--- config.mk ---
export PLATFORM = sky130hd
export DESIGN_NAME = nonrestoring_divider
export DESIGN_NICKNAME = d
export VERILOG_FILES = /design/src/rtl/div_pkg.sv /design/src/rtl/nonrestoring_divider_addsub.sv /design/src/rtl/nonrestoring_divider.sv
export SDC_FILE = /design/constraint.sdc
export NUM_CORES = 1
export LEC_CHECK = 0
export ABC_AREA = 1
export CAP_MARGIN = 15
export CORE_ASPECT_RATIO = 0.8
export CORE_MARGIN = 2
export CORE_UTILIZATION = 25
export CTS_CLUSTER_DIAMETER = 30
export DETAILED_ROUTE_END_ITERATION = 6
export HOLD_SLACK_MARGIN = 0.05
export MAX_ROUTING_LAYER = met4
export PLACE_DENSITY = 0.53
export SETUP_SLACK_MARGIN = 0.15
export SYNTH_ARGS = -nofsm -noshare
export SYNTH_HDL_FRONTEND = slang
export SYNTH_SLANG_ARGS = --single-unit
export TNS_END_PERCENT = 10
--- constraint.sdc ---
create_clock -name clk -period 6.8 [get_ports clk]
set_input_delay 1.36 -clock clk [delete_from_list [all_inputs] [get_ports clk]]
set_output_delay 1.36 -clock clk [all_outputs]
set_load 0.05 [all_outputs]
--- src/rtl/div_pkg.sv ---
// Shared types for the sequential non-restoring divider.
//   state_t     : FSM states of the start/load/iterate/output/done handshake
//   ctrl_t      : per-state control word consumed by the datapath
//   OUT_SEL_*   : encodings of the out_sel output
// Optional feature macro used by the divider: DIVIDER_SIGNED_EN.
package div_pkg;

  typedef enum logic [2:0] {
    IDLE, LOAD_M, LOAD_Q, ITER, CORRECT, OUTPUT_R, OUTPUT_Q, STOP
  } state_t;

  typedef struct packed {
    logic load_m;
    logic load_q;
    logic iter;
    logic correct;
    logic out_rem;
    logic out_quo;
    logic fin;
  } ctrl_t;

  localparam logic OUT_SEL_REM = 1'b0;
  localparam logic OUT_SEL_QUO = 1'b1;

  function automatic ctrl_t decode_ctrl(input state_t s);
    ctrl_t c;
    c         = '0;
    c.load_m  = (s == LOAD_M);
    c.load_q  = (s == LOAD_Q);
    c.iter    = (s == ITER);
    c.correct = (s == CORRECT);
    c.out_rem = (s == OUTPUT_R);
    c.out_quo = (s == OUTPUT_Q);
    c.fin     = (s == STOP);
    return c;
  endfunction

endpackage

--- src/rtl/nonrestoring_divider_addsub.sv ---
// Shared adder/subtractor for the divider datapath.
//   a, b : operands (WIDTH bits)
//   sub  : 1 -> y = a - b, 0 -> y = a + b
//   y    : result, modulo 2^WIDTH
module addsub #(
  parameter int WIDTH = 9
) (
  input  logic [WIDTH-1:0] a,
  input  logic [WIDTH-1:0] b,
  input  logic             sub,
  output logic [WIDTH-1:0] y
);

  assign y = sub ? (a - b) : (a + b);

endmodule

--- src/rtl/nonrestoring_divider.sv ---
// Sequential non-restoring integer divider, one iteration per clock.
// Divisor then dividend arrive on data_in; remainder then quotient leave on
// data_out on two consecutive cycles, followed by a one-cycle done pulse.
// Ports:
//   clk, rst     : clock, asynchronous active-high reset
//   start        : begin a division (sampled in IDLE only)
//   data_in      : divisor (LOAD_M cycle), dividend (LOAD_Q cycle)
//   data_out     : remainder / quotient while out_valid, else 0
//   out_valid    : result present on data_out
//   out_sel      : OUT_SEL_REM / OUT_SEL_QUO, 0 when out_valid is low
//   busy         : not in IDLE
//   done         : one-cycle completion pulse
//   div_by_zero  : last loaded divisor was 0
// Macro DIVIDER_SIGNED_EN: two's-complement operands, truncating division.
module nonrestoring_divider
  import div_pkg::*;
#(
  parameter int WIDTH = 8
) (
  input  logic             clk,
  input  logic             rst,
  input  logic             start,
  input  logic [WIDTH-1:0] data_in,
  output logic [WIDTH-1:0] data_out,
  output logic             out_valid,
  output logic             out_sel,
  output logic             busy,
  output logic             done,
  output logic             div_by_zero
);

  localparam int CNT_W = $clog2(WIDTH + 1);
  localparam logic [CNT_W-1:0] LAST_ITER = CNT_W'(WIDTH - 1);

  state_t                  state_q, state_d;
  ctrl_t                   ctrl;
  logic [CNT_W-1:0]        cnt_q, cnt_d;
  logic                    dbz_q, dbz_d;
  logic [WIDTH:0]          m_q, m_d;
  logic signed [WIDTH:0]   a_q, a_d;
  logic [WIDTH-1:0]        q_q, q_d;
  logic [WIDTH-1:0]        dvd_q, dvd_d;
  logic [WIDTH-1:0]        data_out_q, data_out_d;
  logic                    out_valid_q, out_valid_d;
  logic                    out_sel_q, out_sel_d;
  logic                    done_q, done_d;
  logic [WIDTH:0]          as_a, as_b, as_y;
  logic                    as_sub;
  logic [WIDTH-1:0]        din_mag;
  logic                    neg_q, neg_r;

`ifdef DIVIDER_SIGNED_EN
  logic sgn_m_q, sgn_m_d, sgn_d_q, sgn_d_d;

  function automatic logic [WIDTH-1:0] magnitude(input logic [WIDTH-1:0] x);
    return x[WIDTH-1] ? (~x + WIDTH'(1)) : x;
  endfunction

  assign din_mag = magnitude(data_in);
  // The divide-by-zero result is returned as-is, never sign-fixed.
  assign neg_q   = (sgn_m_q ^ sgn_d_q) & ~dbz_q;
  assign neg_r   = sgn_d_q & ~dbz_q;
`else
  assign din_mag = data_in;
  assign neg_q   = 1'b0;
  assign neg_r   = 1'b0;
`endif

  addsub #(.WIDTH(WIDTH + 1)) u_addsub (
    .a   (as_a),
    .b   (as_b),
    .sub (as_sub),
    .y   (as_y)
  );

  // Adder operand steering. The output states compute 0 +/- value, which is
  // where the signed build applies its sign fix-up; the unsigned build just
  // passes the value through.
  always_comb begin
    ctrl   = decode_ctrl(state_q);
    as_a   = '0;
    as_b   = '0;
    as_sub = 1'b0;
    if (ctrl.iter) begin
      as_a   = {a_q[WIDTH-1:0], q_q[WIDTH-1]};
      as_b   = m_q;
      as_sub = ~a_q[WIDTH];
    end else if (ctrl.correct) begin
      as_a = a_q;
      as_b = m_q;
    end else if (ctrl.out_rem) begin
      as_b   = a_q;
      as_sub = neg_r;
    end else if (ctrl.out_quo) begin
      as_b   = {1'b0, q_q};
      as_sub = neg_q;
    end
  end

  always_comb begin
    state_d = state_q;
    case (state_q)
      IDLE:     if (start) state_d = LOAD_M;
      LOAD_M:   state_d = LOAD_Q;
      LOAD_Q:   state_d = ITER;
      ITER:     if (cnt_q == LAST_ITER) state_d = CORRECT;
      CORRECT:  state_d = OUTPUT_R;
      OUTPUT_R: state_d = OUTPUT_Q;
      OUTPUT_Q: state_d = STOP;
      STOP:     state_d = IDLE;
      default:  state_d = IDLE;
    endcase
  end

  always_comb begin
    cnt_d = cnt_q;
    dbz_d = dbz_q;
    m_d   = m_q;
    a_d   = a_q;
    q_d   = q_q;
    dvd_d = dvd_q;
`ifdef DIVIDER_SIGNED_EN
    sgn_m_d = sgn_m_q;
    sgn_d_d = sgn_d_q;
`endif
    if (ctrl.load_m) begin
      m_d   = {1'b0, din_mag};
      dbz_d = (data_in == '0);
`ifdef DIVIDER_SIGNED_EN
      sgn_m_d = data_in[WIDTH-1];
`endif
    end
    if (ctrl.load_q) begin
      q_d   = din_mag;
      dvd_d = data_in;
      a_d   = '0;
      cnt_d = '0;
`ifdef DIVIDER_SIGNED_EN
      sgn_d_d = data_in[WIDTH-1];
`endif
    end
    if (ctrl.iter) begin
      a_d   = as_y;
      q_d   = {q_q[WIDTH-2:0], ~as_y[WIDTH]};
      cnt_d = cnt_q + CNT_W'(1);
    end
    if (ctrl.correct) begin
      if (a_q[WIDTH]) a_d = as_y;
      if (dbz_q) begin
        q_d = '1;
        a_d = {1'b0, dvd_q};
      end
    end
  end

  // Outputs are registered from the current state, so they trail it by one cycle.
  always_comb begin
    out_valid_d = ctrl.out_rem | ctrl.out_quo;
    data_out_d  = out_valid_d ? as_y[WIDTH-1:0] : '0;
    out_sel_d   = ctrl.out_quo ? OUT_SEL_QUO : OUT_SEL_REM;
    done_d      = ctrl.fin;
  end

  always_ff @(posedge clk or posedge rst) begin
    if (rst) begin
      state_q     <= IDLE;
      cnt_q       <= '0;
      dbz_q       <= 1'b0;
      data_out_q  <= '0;
      out_valid_q <= 1'b0;
      out_sel_q   <= OUT_SEL_REM;
      done_q      <= 1'b0;
    end else begin
      state_q     <= state_d;
      cnt_q       <= cnt_d;
      dbz_q       <= dbz_d;
      data_out_q  <= data_out_d;
      out_valid_q <= out_valid_d;
      out_sel_q   <= out_sel_d;
      done_q      <= done_d;
    end
  end

  // Datapath registers are always reloaded before use, so they carry no reset.
  always_ff @(posedge clk) begin
    m_q   <= m_d;
    a_q   <= a_d;
    q_q   <= q_d;
    dvd_q <= dvd_d;
`ifdef DIVIDER_SIGNED_EN
    sgn_m_q <= sgn_m_d;
    sgn_d_q <= sgn_d_d;
`endif
  end

  assign data_out    = data_out_q;
  assign out_valid   = out_valid_q;
  assign out_sel     = out_sel_q;
  assign done        = done_q;
  assign div_by_zero = dbz_q;
  assign busy        = (state_q != IDLE);

endmodule
==> results of run 1 <==
state kept, by name (all words and copies together) (netlist names):
register	flops
m_q	8
a_q	9
div_by_zero	1
q_q	8
state_q	3
dvd_q	8
data_out	8
out_sel	1
done	1
cnt_q	4
out_valid	1
cell families after synthesis:
| logic type | count (synthesis) |
|---|---|
| AND/OR/NAND/NOR | 131 |
| AO/OA/AOI/OAI | 75 |
| buffers and inverters | 60 |
| flip-flops | 52 |
| adder cells (fa/ha/maj) | 11 |
| XOR/XNOR | 13 |
critical path: stages, from the launching register on:
cell,delay (ns)
sky130_fd_sc_hd__dfrtp_1,0.79
sky130_fd_sc_hd__inv_2,0.18
sky130_fd_sc_hd__nand2_4,0.36
sky130_fd_sc_hd__nand2_4,0.09
sky130_fd_sc_hd__inv_2,0.10
sky130_fd_sc_hd__o21ai_0,0.11
sky130_fd_sc_hd__o22ai_2,0.15
sky130_fd_sc_hd__ha_1,0.26
sky130_fd_sc_hd__o21ai_0,0.24
sky130_fd_sc_hd__inv_1,0.09
sky130_fd_sc_hd__fa_1,0.42
sky130_fd_sc_hd__o21ai_0,0.34
sky130_fd_sc_hd__nand4_1,0.13
sky130_fd_sc_hd__nand2_1,0.10
sky130_fd_sc_hd__xor2_1,0.18
sky130_fd_sc_hd__inv_1,0.06
sky130_fd_sc_hd__nand3_1,0.10
sky130_fd_sc_hd__nand3_1,0.10
sky130_fd_sc_hd__nand2_1,0.08
sky130_fd_sc_hd__nand2_1,0.07
sky130_fd_sc_hd__a21oi_2,0.12
placed cells by master (no fill, tap or decap), drive strengths merged, types with 10 or more instances in the layout:
cell type / Yosys / routed
dfrtp: 19 / 19
edfxtp: 16 / 16
dfxtp: 17 / 17
o21ai: 25 / 25
nor2: 33 / 33
ha: 10 / 10
nand4: 14 / 14
clkdlybuf4s50: 0 / 23
o211ai: 14 / 14
nand3: 21 / 21
inv: 50 / 50
nand2: 59 / 59
o22ai: 12 / 12
cell type report:
cell class / instances / share of cell area
clock buffer: 8 / 0.0454
inverter: 50 / 0.0544
multi-input combinational: 230 / 0.404
sequential: 52 / 0.376
tap: 148 / 0.0537
timing repair buffer: 23 / 0.0668
path summary, 6_finish.rpt:
| check | start | to | slack (ns) | depth (start not counted) |
|---|---|---|---|---|
| worst max-delay path | state_q[2] | a_q[8] | 2.66 | 20 |
| worst min register to register | dvd_q[2] | a_q[2] | 0.46 | 2 |
| max in group asynchronous | rst | data_out[5] | 4.83 | 2 |
| worst max register to register | state_q[2] | a_q[8] | 2.66 | 20 |
| min in group asynchronous | rst | state_q[0] | 1.50 | 2 |
| worst min-delay path | dvd_q[2] | a_q[2] | 0.46 | 2 |
synth_stat cells, types with 6 or more instances:
library cell and n:
sky130_fd_sc_hd__nand2_1 53, sky130_fd_sc_hd__inv_1 44, sky130_fd_sc_hd__nor2_1 27, sky130_fd_sc_hd__o21ai_0 23, sky130_fd_sc_hd__dfrtp_1 19, sky130_fd_sc_hd__nand3_1 19
sky130_fd_sc_hd__dfxtp_1 17, sky130_fd_sc_hd__edfxtp_1 16, sky130_fd_sc_hd__o211ai_1 14, sky130_fd_sc_hd__nand4_1 13, sky130_fd_sc_hd__ha_1 10, sky130_fd_sc_hd__o22ai_1 10
sky130_fd_sc_hd__xor2_1 9, sky130_fd_sc_hd__a21oi_1 7, sky130_fd_sc_hd__inv_2 6, sky130_fd_sc_hd__nor2_2 6, sky130_fd_sc_hd__o221ai_1 6
through the flow:
stage | hold WS (ns) | cell area [um^2] | std cells
CTS | 0.466 | 3450 | 511
detailed placement | 0.452 | 3290 | 503
floorplan | 0.429 | 2940 | 342
global placement | 0.443 | 3290 | 503
global route | 0.484 | 3450 | 511
finish | 0.459 | 3450 | 511
per-layer routing:
metal	global-route usage	wire [um]	up-vias
li1	-	-	1221
met1	0.187	3980	1172
met2	0.186	3250	96
met3	0.0318	535	7
met4	0.0333	84	0
met5	-	0	-
==> run metrics, run 1 <==
all-layer global routing usage=0.131; async set or reset register ratio after synthesis=0.365; width of the die=125 um; launching element type of the critical path=register; synthesized netlist net count=364; number of nets with antenna violations after detailed routing=0; total overflow reported by the global router=0; # clock sinks=52; antenna diode count=0; area growth from synthesis to final layout=17.3%; upper clock frequency limit=242 MHz; # nets final=~380; number of library cell types mapped by synthesis=41; pre-CTS worst setup slack=2.71 ns; type of the tightest min-delay check=reg -> reg; maximum fanout count along the critical path=35; routed vias=2496; largest family of logic cells by synthesized area=simple AND/OR/NAND/NOR gates; detailed-route wire length=7850 um; count of endpoints failing hold in the final timing report=0; ratio of cells with drive above 1 in the final layout=0.102; Wirelength per Cell=15.4 um; run status=finished clean; Cells after Synth=342; y dimension of the die=101 um; CTS H-tree depth=2; weighted congestion at the end of routability-driven global placement=0.884; # resized after CTS=0; insertion delay to the later sink of the worst-skew pair=0.29 ns; Post-Synthesis Mean Instance Area=8.60 um^2; post-layout min period=4.14 ns; DRC marker count from the first detailed-route iteration=between 200 and 250; total negative setup slack=0 ns; post-synthesis register bit count=52; transition time at the pin with the least slew margin=0.822 ns; core occupancy in the finished layout=0.301; clk buf depth=2; via count of the first global-routing pass=~2300; root buffer cell=sky130_fd_sc_hd__clkbuf_16; total number of yosys warnings=0; die outline area=12700 um^2; number of buffers created by CTS=5; number of enable flip-flop cells after synthesis=16; largest cells by area after synthesis=sky130_fd_sc_hd__edfxtp_1 16%, sky130_fd_sc_hd__dfrtp_1 16%, sky130_fd_sc_hd__dfxtp_1 12%; worst-case setup margin in the final layout=2.66 ns; area of combinational cells with multiple inputs=1390 um^2; number of fill cells=between 1000 and 1500; area used by sequential logic in the layout=1300 um^2; Top Ports=24; number of buffers inserted to repair setup after CTS=0; cell taking the most area after synthesis=sky130_fd_sc_hd__edfxtp_1; synthesized cell area=2940 um^2; initial cell density of the core=0.256; adder-cell area share of the yosys netlist=0.0494; category of the most critical setup path=reg -> reg; required time of the worst setup path=7.02 ns; portion of netlist area occupied by mux cells=0; core region area=11500 um^2; HPWL after detailed placement=6040 um; share of the synthesized area in compound gates (AO/OA/AOI/OAI)=0.172; sequential area share after synthesis=0.441; WP data arrival=4.36 ns; fraction of post-synthesis cell area in the top cell type by area=0.163; post-synthesis simple-gate area fraction=0.212; routed via count divided by cell count=slightly below 5; DRC=0; clock tree from TritonCTS=yes; Max-Cap Viols=0; most used flip-flop cell after synthesis=sky130_fd_sc_hd__dfrtp_1; Hold Buf Count CTS=0; final clock period utilization by the worst path=0.608; number of placement rows=35; final-report max-slew violation count=0; RSZ-0062 raised after global routing=false; final-report setup violation count=0; clock-pin slew on the worst setup and hold paths=0.07 ns; kind of capture point of the worst setup path=register; worst-case headroom to the max-slew limit=0.449; initial antenna violation count=0; post-synthesis xor/xnor area fraction=0.0387; largest net degree at the start of global routing=36; wire length of the first global-routing pass=12500 um; Worst Skew=0.00818 ns; count of port buffers added during placement=23; detailed-routing iteration count for the pre-antenna-repair pass=5
Power of run 1 is not shown: default switching activity piles up to over one toggle a cycle in this logic, so the estimate is an artifact.
==> run 2: changes to the inputs <==
PLACE_DENSITY = 0.54   (was 0.53)
clock period = 3.8 ns   (was 6.8 ns; I/O delays follow)
==> run 2 against run 1 <==
Maximum frequency is 22% higher. Critical path type unchanged. Wire length is 1.5% higher. First-iteration DRC count is 65% higher. Critical endpoint unchanged. Sequential share of layout area is 0.88 points lower. Flip-flop and latch count stayed put. Count of clock-buffer cells in the layout is 2 lower. Final cell count is 1.4% higher.
==> run metrics, run 2 (synthesized netlist as in run 1, its figures left out) <==
detailed-route wire length=7960 um (was 7850 um); upper clock frequency limit=296 MHz (was 242 MHz); insertion delay to the later sink of the worst-skew pair=0.30 ns (was 0.29 ns); core region area=11500 um^2 (unchanged); routed vias=2563 (was 2496); Max-Cap Viols=0 (unchanged); routed via count divided by cell count=4.95 (was 4.88); startpoint of the worst register-to-register path=state_q[0] (was state_q[2]); commonest cells after routing, fill and taps aside=52 x sky130_fd_sc_hd__nand2_1, 44 x sky130_fd_sc_hd__inv_1, 27 x sky130_fd_sc_hd__nor2_1, 23 x sky130_fd_sc_hd__clkdlybuf4s50_1, 19 x sky130_fd_sc_hd__nand3_1 (was 53 x sky130_fd_sc_hd__nand2_1, 44 x sky130_fd_sc_hd__inv_1, 27 x sky130_fd_sc_hd__nor2_1, 23 x sky130_fd_sc_hd__o21ai_0, 23 x sky130_fd_sc_hd__clkdlybuf4s50_1); initial antenna violation count=0 (unchanged); die outline area=12700 um^2 (unchanged); run status=finished clean (unchanged); ratio of cells with drive above 1 in the final layout=0.132 (was 0.102); antenna diode count=0 (unchanged); final clock period utilization by the worst path=0.889 (was 0.608); total overflow reported by the global router=0 (unchanged); Most flops, register=a_q (unchanged); Top Ports=24 (unchanged); category of the most critical setup path=reg -> reg (unchanged); detailed-routing iteration count for the pre-antenna-repair pass=5 (unchanged); width of the die=125 um (unchanged); CTS H-tree depth=2 (unchanged); Worst Skew=0.00610 ns (was 0.00818 ns); total negative setup slack=0 ns (unchanged); Worst R2R Path Depth=22 (was 20); DRC=0 (unchanged); root buffer cell=sky130_fd_sc_hd__clkbuf_16 (unchanged); transition time at the pin with the least slew margin=0.731 ns (was 0.822 ns); DRC marker count from the first detailed-route iteration=349 (was 212); HPWL after detailed placement=6120 um (was 6040 um); largest net degree at the start of global routing=22 (was 36); Hold Worst Slack=0.455 ns (was 0.459 ns); number of placement rows=35 (unchanged); maximum fanout count along the critical path=15 (was 35); Setup crit start=state_q[0] (was state_q[2]); startpoint of the most critical hold path=dvd_q[2] (unchanged); # clock sinks=52 (unchanged); area growth from synthesis to final layout=20.4% (was 17.3%); post-layout min period=3.38 ns (was 4.14 ns); clock tree from TritonCTS=yes (unchanged); required time of the worst setup path=4.04 ns (was 7.02 ns); all-layer global routing usage=0.134 (was 0.131); count of port buffers added during placement=23 (unchanged); WP data arrival=3.61 ns (was 4.36 ns); weighted congestion at the end of routability-driven global placement=0.895 (was 0.884); worst-case headroom to the max-slew limit=0.512 (was 0.449); most common cell after layout, fill and taps aside=sky130_fd_sc_hd__nand2_1 (unchanged); type of the tightest min-delay check=reg -> reg (unchanged); Wirelength per Cell=15.4 um (about the same); RSZ-0062 raised after global routing=false (unchanged); wire length of the first global-routing pass=12700 um (was 12500 um); clk buf depth=2 (unchanged); initial cell density of the core=0.256 (unchanged); via count of the first global-routing pass=2395 (was 2292); # nets final=391 (was 384); y dimension of the die=101 um (unchanged); number of nets with antenna violations after detailed routing=0 (unchanged); number of buffers created by CTS=5 (unchanged); kind of capture point of the worst setup path=register (unchanged); clock-pin slew on the worst setup and hold paths=0.07 ns (about the same); WHS Path Cells=2 (unchanged); max FFs per register=9 (unchanged); count of endpoints failing hold in the final timing report=0 (unchanged); final-report setup violation count=0 (unchanged); final-report max-slew violation count=0 (unchanged); launching element type of the critical path=register (unchanged)
==> run 2: layer usage <==
| metal | vias to the layer above | GRT usage | routed length, um | share of wire |
|---|---|---|---|---|
| li1 | 1240 | - | - | - |
| met1 | 1214 | 0.189 | 3810 | 0.48 |
| met2 | 102 | 0.185 | 3270 | 0.41 |
| met3 | 7 | 0.0430 | 805 | 0.10 |
| met4 | 0 | 0.0342 | 80 | 0.010 |
| met5 | - | - | 0 | 0 |
==> run 2: final cells by class <==
cell class / count / area (um^2)
clock buffer: 6 / 139
timing repair buffer: 30 / 283
fill: 1216 / 7930
clock inverter: 2 / 33.8
tap: 148 / 185
inverter: 50 / 188
sequential: 52 / 1300
multi-input combinational: 230 / 1410
==> run 2: path summary, 6_finish.rpt <==
| path | to | slack, ns |
|---|---|---|
| setup / recovery | a_q[8] | 0.42 |
| min in group asynchronous | done | 0.89 |
| max in group asynchronous | state_q[1] | 2.41 |
| hold reg to reg | a_q[2] | 0.46 |
| hold / removal | a_q[2] | 0.46 |
| setup reg to reg | a_q[8] | 0.42 |
==> run 2: critical path, stage by stage (launching register included) <==
cell	delay, ns
sky130_fd_sc_hd__dfrtp_2	0.48
sky130_fd_sc_hd__nand2_1	0.12
sky130_fd_sc_hd__inv_2	0.07
sky130_fd_sc_hd__nand2_8	0.11
sky130_fd_sc_hd__nand2_4	0.07
sky130_fd_sc_hd__inv_2	0.09
sky130_fd_sc_hd__o21ai_1	0.08
sky130_fd_sc_hd__o22ai_2	0.15
sky130_fd_sc_hd__ha_1	0.23
sky130_fd_sc_hd__nand3_2	0.15
sky130_fd_sc_hd__o21ai_0	0.23
sky130_fd_sc_hd__xor2_1	0.12
sky130_fd_sc_hd__ha_1	0.35
sky130_fd_sc_hd__nand2_1	0.08
sky130_fd_sc_hd__o21a_1	0.19
sky130_fd_sc_hd__nand2_1	0.07
sky130_fd_sc_hd__xor2_1	0.19
sky130_fd_sc_hd__inv_1	0.06
sky130_fd_sc_hd__nand3_1	0.10
sky130_fd_sc_hd__nand3_1	0.11
sky130_fd_sc_hd__nand2_1	0.08
sky130_fd_sc_hd__nand2_1	0.06
sky130_fd_sc_hd__a21oi_2	0.11
==> run 2: what timing repair did <==
item	in CTS	in global routing
gates cloned	0	0
buffers inserted	0	1
gates resized for setup	2	11
setup endpoints to repair	3	7
pin swaps	0	0
hold buffers	0	0
==> run 2: stage by stage <==
stage	area, um^2	instances	worst slack, ns	util
after floorplan	2940	342	0.516	-
after global placement	3330	509	0.172	0.290
after detailed placement	3330	509	0.108	0.290
after CTS	3510	517	0.167	0.306
after global routing	3540	518	0.155	0.309
final	3540	518	0.422	0.309
Power of run 2 is left out for the same reason.
